**src/rtl/bcd_mmss_counter_pkg.sv**
```systemverilog
// -----------------------------------------------------------------------------
// stopwatch_pkg : shared state encoding and BCD digit limits for the mm:ss counter
// Rev 1.0
// -----------------------------------------------------------------------------
`default_nettype none

package stopwatch_pkg;

  typedef enum logic {
    ST_STOPPED = 1'b0,
    ST_RUNNING = 1'b1
  } state_t;

  localparam logic [3:0] BCD_MAX_ONES = 4'd9;
  localparam logic [3:0] BCD_MAX_TENS = 4'd5;

endpackage

`default_nettype wire

```
**src/rtl/bcd_digit_counter.sv**
```systemverilog
// -----------------------------------------------------------------------------
// bcd_digit_counter : one wrapping BCD digit (0..MAX) with enable-qualified carry
// Rev 1.0
// -----------------------------------------------------------------------------
`default_nettype none

module bcd_digit_counter
  import stopwatch_pkg::*;
#(
  parameter logic [3:0] MAX = BCD_MAX_ONES
) (
  input  logic       clk,
  input  logic       rst_n,
  input  logic       clr,
  input  logic       en,
  output logic [3:0] q,
  output logic       carry
);

  always_ff @(posedge clk or negedge rst_n) begin
    if (!rst_n) begin
      q <= 4'd0;
    end else if (clr) begin
      q <= 4'd0;
    end else if (en) begin
      q <= (q == MAX) ? 4'd0 : q + 4'd1;
    end
  end

  assign carry = en & (q == MAX);

endmodule

`default_nettype wire

```
**src/rtl/bcd_mmss_counter.sv**
```systemverilog
// -----------------------------------------------------------------------------
// bcd_mmss_counter : mm:ss BCD stopwatch with 1 Hz prescaler and button conditioning
// Rev 1.0
// -----------------------------------------------------------------------------
`default_nettype none

module bcd_mmss_counter
  import stopwatch_pkg::*;
#(
  parameter int TICK_DIV = 50_000_000
) (
  input  logic       clk,
  input  logic       rst_n,
  input  logic       start_stop,
  input  logic       clear,
  output logic [3:0] min_tens,
  output logic [3:0] min_ones,
  output logic [3:0] sec_tens,
  output logic [3:0] sec_ones,
  output logic       run,
  output logic       tick,
  output logic       rollover
);

  localparam int            PW         = $clog2(TICK_DIV);
  localparam logic [PW-1:0] PRESC_LAST = PW'(TICK_DIV - 1);

  logic [1:0]      ss_sync;
  logic [1:0]      clr_sync;
  logic            ss_prev;
  logic            clr_prev;
  logic            ss_req;
  logic            clr_req;
  state_t          state;
  state_t          state_next;
  logic [PW-1:0]   presc;
  logic            advance;
  logic            wrap;
  logic [3:0][3:0] digit_q;
  logic [4:0]      en_chain;

  always_ff @(posedge clk or negedge rst_n) begin
    if (!rst_n) begin
      ss_sync  <= 2'b00;
      clr_sync <= 2'b00;
      ss_prev  <= 1'b0;
      clr_prev <= 1'b0;
    end else begin
      ss_sync  <= {ss_sync[0], start_stop};
      clr_sync <= {clr_sync[0], clear};
      ss_prev  <= ss_sync[1];
      clr_prev <= clr_sync[1];
    end
  end

  assign ss_req  = ss_sync[1] & ~ss_prev;
  assign clr_req = clr_sync[1] & ~clr_prev;

  always_ff @(posedge clk or negedge rst_n) begin
    if (!rst_n) begin
      state <= ST_STOPPED;
    end else begin
      state <= state_next;
    end
  end

  // Clear outranks a simultaneous start/stop toggle.
  always_comb begin
    state_next = state;
    if (clr_req) begin
      state_next = ST_STOPPED;
    end else if (ss_req) begin
      state_next = (state == ST_RUNNING) ? ST_STOPPED : ST_RUNNING;
    end
  end

  // A request on the wrap edge suppresses the tick; the prescaler holds instead.
  assign advance = (state == ST_RUNNING) & ~ss_req & ~clr_req;
  assign wrap    = advance & (presc == PRESC_LAST);

  always_ff @(posedge clk or negedge rst_n) begin
    if (!rst_n) begin
      presc <= '0;
    end else if (clr_req) begin
      presc <= '0;
    end else if (advance) begin
      presc <= wrap ? '0 : presc + 1'b1;
    end
  end

  assign en_chain[0] = wrap;

  // Digit 0 = sec_ones, 1 = sec_tens, 2 = min_ones, 3 = min_tens.
  for (genvar i = 0; i < 4; i++) begin : g_digit
    bcd_digit_counter #(
      .MAX ((i % 2 == 0) ? BCD_MAX_ONES : BCD_MAX_TENS)
    ) u_digit (
      .clk   (clk),
      .rst_n (rst_n),
      .clr   (clr_req),
      .en    (en_chain[i]),
      .q     (digit_q[i]),
      .carry (en_chain[i+1])
    );
  end

  always_ff @(posedge clk or negedge rst_n) begin
    if (!rst_n) begin
      tick     <= 1'b0;
      rollover <= 1'b0;
    end else begin
      tick     <= wrap;
      rollover <= en_chain[4];
    end
  end

  assign run      = (state == ST_RUNNING);
  assign sec_ones = digit_q[0];
  assign sec_tens = digit_q[1];
  assign min_ones = digit_q[2];
  assign min_tens = digit_q[3];

endmodule

`default_nettype wire

```
**config.mk**
```make
export PLATFORM = sky130hd
export DESIGN_NAME = bcd_mmss_counter
export DESIGN_NICKNAME = d
export VERILOG_FILES = /design/src/rtl/bcd_mmss_counter_pkg.sv /design/src/rtl/bcd_digit_counter.sv /design/src/rtl/bcd_mmss_counter.sv
export SDC_FILE = /design/constraint.sdc
export NUM_CORES = 1
export LEC_CHECK = 0
export CAP_MARGIN = 20
export CORE_UTILIZATION = 57
export CTS_CLUSTER_SIZE = 28
export DETAILED_ROUTE_END_ITERATION = 6
export GPL_ROUTABILITY_DRIVEN = 0
export GPL_TIMING_DRIVEN = 0
export PLACE_DENSITY = 0.77
export SETUP_SLACK_MARGIN = 0.02
export SYNTH_ARGS = -nofsm -noshare
export SYNTH_HDL_FRONTEND = slang
export SYNTH_SLANG_ARGS = --single-unit
```
**constraint.sdc**
```tcl
create_clock -name clk -period 2.5 [get_ports clk]
set_input_delay 0.25 -clock clk [delete_from_list [all_inputs] [get_ports clk]]
set_output_delay 0.25 -clock clk [all_outputs]
set_load 0.1 [all_outputs]
```
==> run_results.csv <==
group,metric,value,unit
detailed_routing,drt.antenna.violating_nets,0,
sta,rsz0062_at_grt,"no",
pwr,cell_internal_pwr,1.078,mW
global_route,gr-usage-all-layers,0.2523,
cts,clockBufferDepth,2,
setup_path,timing.critical_path.to_type,"register",
detailed_routing,route.detailed.drc,6,
yosys,netlist.top_cell.by_area,"sky130_fd_sc_hd__dfrtp_1",
yosys,synthesis.area_per_instance,9.653,µm²
cts,worstSkewPairLatency,0.30,ns
global_route,grt_start_max_net_pins,30,
yosys,synth.yosys.seq_area_share,0.4773,
floorplan,start_util,0.6016,
place,place_worst_setup_slack,-0.2006,ns
worst_hold_path,worstHoldEndpoint,"ss_sync[1]",
setup_path,worst_ep_required_time,2.73,ns
sta,timing.hold.ws,0.3618,ns
setup_path,path_class,"reg -> reg",
sta,setup-violations-final,0,
floorplan,die_h,70.49,µm
global_route,grt_total_ovfl,0,
floorplan,placementRows,24,
cts,cts_sinks,51,
sta,slew_violations,0,
yosys,async_flop_share,1.000,
outcome,run_status,"complete, but fails checks",
yosys,count_of_flip_flops_with_a_built_in_enable_after_synthesis,0,
yosys,yosysUniqueCellTypes,38,
worst_hold_path,holdPathStages,0,
sta,postLayoutSetupSlackWorst,0.1502,ns
yosys,postSynthCellCount,277,
setup_path,rrSetupSlack,0.15,ns
global_route,vias_in_the_first_global_route,2130,
cts,ctsRootBufferMaster,"sky130_fd_sc_hd__clkbuf_8",
detailed_routing,finalWirelength,5851,µm
pwr,leakagePower,1.269,nW
pwr,power.total,1.452,mW
floorplan,pin_count,23,
sta,post-route-min-period,2.350,ns
finish,post_layout_nonfiller_instances,364,
detailed_routing,post_drt_wl_per_cell,16.07,µm
global_route,antenna_found_initial,0,
pwr,seq_power_share,0.592,
sta,worst_clock_skew,0.01469,ns
job,maxCapViolations,0,
detailed_routing,drt_pass1_iterations,7,
yosys,yosys.area.top_type_share,0.4773,
setup_path,critPathMaxFanout,7,
place,dp_cells,352,
detailed_routing,routed_via_density,6.184,
outcome,failed_checks,"design-rule violations",
cts,tritoncts,"built",
sta,max_freq,425.6,MHz
worst_hold_path,hold_class,"reg -> reg",
sta,finalHoldViolCount,0,
pwr,power_frac_clock,0.323,
sta,slew_headroom,0.3481,
floorplan,design.die.area,4969,µm²
pwr,power_density,461.1,nW/µm²
pwr,power.switching_fraction,0.2574,
finish,drive_above_1_share,0.08974,
floorplan,coreArea,4444,µm²
setup_path,r2r-end,"presc[25]",
setup_path,reg2reg_depth,7,
finish,final_net_count,324,
yosys,synthTopCellsByCount,"sky130_fd_sc_hd__dfrtp_1, sky130_fd_sc_hd__nor2_1, sky130_fd_sc_hd__nand2_1",
yosys,post_synth_main_area_contributors,"sky130_fd_sc_hd__dfrtp_1, sky130_fd_sc_hd__xnor2_1, sky130_fd_sc_hd__ha_1, sky130_fd_sc_hd__nor2_1, sky130_fd_sc_hd__a21oi_1",
place,port_buffers,22,
floorplan,die_width,70.49,µm
cts,h-tree-depth,2,
detailed_routing,routed-via-count,2251,
place,half_perimeter_wire_length_after_placement,4040,µm
worst_hold_path,hold_sp,"ss_sync[0]",
detailed_routing,drt_first_iter_violations,205,
finish,area_delta_synth_final,17.74,%
cts,tritoncts.num_buffers,5,
pwr,switchingPower,373.6,µW
setup_path,start_kind,"register",
pwr,worst_case_vdd_ir_drop,307.1,µV
sta,worst_pin_slew,0.9748,ns
yosys,synth.net_count,290,
yosys,synth-main-ff-cell,"sky130_fd_sc_hd__dfrtp_1",
pwr,combPwrFrac,0.085,
finish,n_antenna_cell,0,
setup_path,critPathArrivalTime,2.58,ns
yosys,post_synth_instance_area,2674,µm²
yosys,ys_ff_latch,51,
yosys,synth.yosys.warnings,0,
yosys,post-synth-top-count-cell,"sky130_fd_sc_hd__dfrtp_1",
setup_path,crit-reg2reg-launch,"clr_sync[1]",
global_route,grt_pass1_wl,9894,µm
sta,post-route-period-util,0.9399,
cts,clkTransAtPathRegs,0.10,ns
-- routing by layer --
metal  vias to the layer above  part of all wire  wire length, µm  track usage
met5                         -                 0                0            0
met4                         0            0.0094               55      0.06576
met3                         9             0.049              287      0.04329
met2                        72              0.48             2781       0.3959
met1                      1090              0.47             2726       0.3635
li1                       1080                 -                -            -
-- cell usage in the layout, fill, tap and decap left out, types with 3 or more instances in the layout --
master | netlist | routed
sky130_fd_sc_hd__buf_4 | 0 | 5
sky130_fd_sc_hd__o21ai_0 | 11 | 11
sky130_fd_sc_hd__nor3_1 | 5 | 5
sky130_fd_sc_hd__clkdlybuf4s50_1 | 0 | 21
sky130_fd_sc_hd__nor2_1 | 26 | 26
sky130_fd_sc_hd__and3b_1 | 3 | 3
sky130_fd_sc_hd__and2_1 | 3 | 3
sky130_fd_sc_hd__xor2_1 | 7 | 7
sky130_fd_sc_hd__inv_1 | 6 | 6
sky130_fd_sc_hd__nand3_1 | 16 | 15
sky130_fd_sc_hd__nor4_1 | 13 | 12
sky130_fd_sc_hd__o31ai_1 | 6 | 6
sky130_fd_sc_hd__nand2_1 | 21 | 21
sky130_fd_sc_hd__or4_1 | 10 | 10
sky130_fd_sc_hd__xnor2_1 | 14 | 14
sky130_fd_sc_hd__buf_2 | 4 | 3
sky130_fd_sc_hd__dfrtp_1 | 51 | 50
sky130_fd_sc_hd__a21oi_1 | 17 | 17
sky130_fd_sc_hd__nand4_1 | 12 | 12
sky130_fd_sc_hd__ha_1 | 9 | 8
sky130_fd_sc_hd__or3_1 | 6 | 6
sky130_fd_sc_hd__clkbuf_8 | 0 | 5
sky130_fd_sc_hd__and4_1 | 6 | 6
sky130_fd_sc_hd__clkbuf_1 | 8 | 6
-- timing repair --
item / CTS / global route
resized for setup: 4 / 6
setup buffers: 0 / 4
cloned: 0 / 0
pin swaps: 0 / 2
hold buffers: 1 / 0
endpoints found under the hold margin: 22 / 0
setup endpoints to repair: 16 / 30
-- stage by stage --
step	util	TNS (ns)	instance area (µm²)
floorplan	-	0	2675
global placement	0.6661	-14.13	2960
detailed placement	0.6695	-0.4492	2975
CTS	0.6945	0	3087
global route	0.7083	0	3148
finish	0.7083	0	3148
-- power groups by stage --
stage / combinational (mW) / clock, mW / sequential, mW
2_1_floorplan: 0.0471 / 0 / 0.882
3_3_place_gp: 0.101 / 0 / 0.871
3_5_place_dp: 0.105 / 0 / 0.871
4_1_cts: 0.108 / 0.480 / 0.855
5_1_grt: 0.138 / 0.505 / 0.862
6_report: 0.124 / 0.469 / 0.859
-- layout make-up --
class | count | area [µm²]
clock buffer | 5 | 68.82
sequential | 51 | 1277
buffer | 12 | 63.81
fill | 342 | 1296
timing repair buffer | 28 | 275.3
tap | 52 | 65.06
clock inverter | 3 | 20.02
inverter | 6 | 22.52
multi-input combinational | 207 | 1355
-- kinds of logic (layout without fill, tap and decap cells) --
logic type | after synthesis | count (layout) | synth area share
buf+inv | 19 | 54 | 0.03135
simple gates | 134 | 134 | 0.2836
mux | 1 | 1 | 0.003744
fa+ha+maj | 9 | 9 | 0.04212
xor+xnor | 21 | 21 | 0.06879
flops | 51 | 51 | 0.4773
compound gates | 42 | 42 | 0.09313
-- state kept, by name, indices dropped and copies added (netlist names) --
signal / cells
run: 1
clr_sync: 2
presc: 26
clr_prev: 1
rollover: 1
g_digit.u_digit.q: 16
ss_prev: 1
ss_sync: 2
tick: 1
-- worst max path at each step --
stage                                  startpoint                      end  slack (ns)  depth (start not counted)
after detailed placement                 presc[0]  g_digit[1].u_digit.q[3]       -0.20                          6
final                                 clr_sync[1]                presc[25]        0.15                          7
after global routing                     presc[1]  g_digit[1].u_digit.q[0]        0.02                          7
after floorplan           g_digit[0].u_digit.q[0]  g_digit[3].u_digit.q[0]        0.11                          6
after CTS                                presc[0]  g_digit[1].u_digit.q[3]        0.02                          7
after global placement                      rst_n                      run       -0.45                          1
-- worst max-delay path, stage by stage, from the launching register on --
cell and delay, ns:
sky130_fd_sc_hd__dfrtp_1 0.37, sky130_fd_sc_hd__nor2b_1 0.13, sky130_fd_sc_hd__clkbuf_1 0.31, sky130_fd_sc_hd__a21oi_1 0.21, sky130_fd_sc_hd__or3_1 0.38, sky130_fd_sc_hd__clkbuf_1 0.20
sky130_fd_sc_hd__or4_1 0.54, sky130_fd_sc_hd__a21oi_1 0.15
Power figures use the tool's default switching activity.
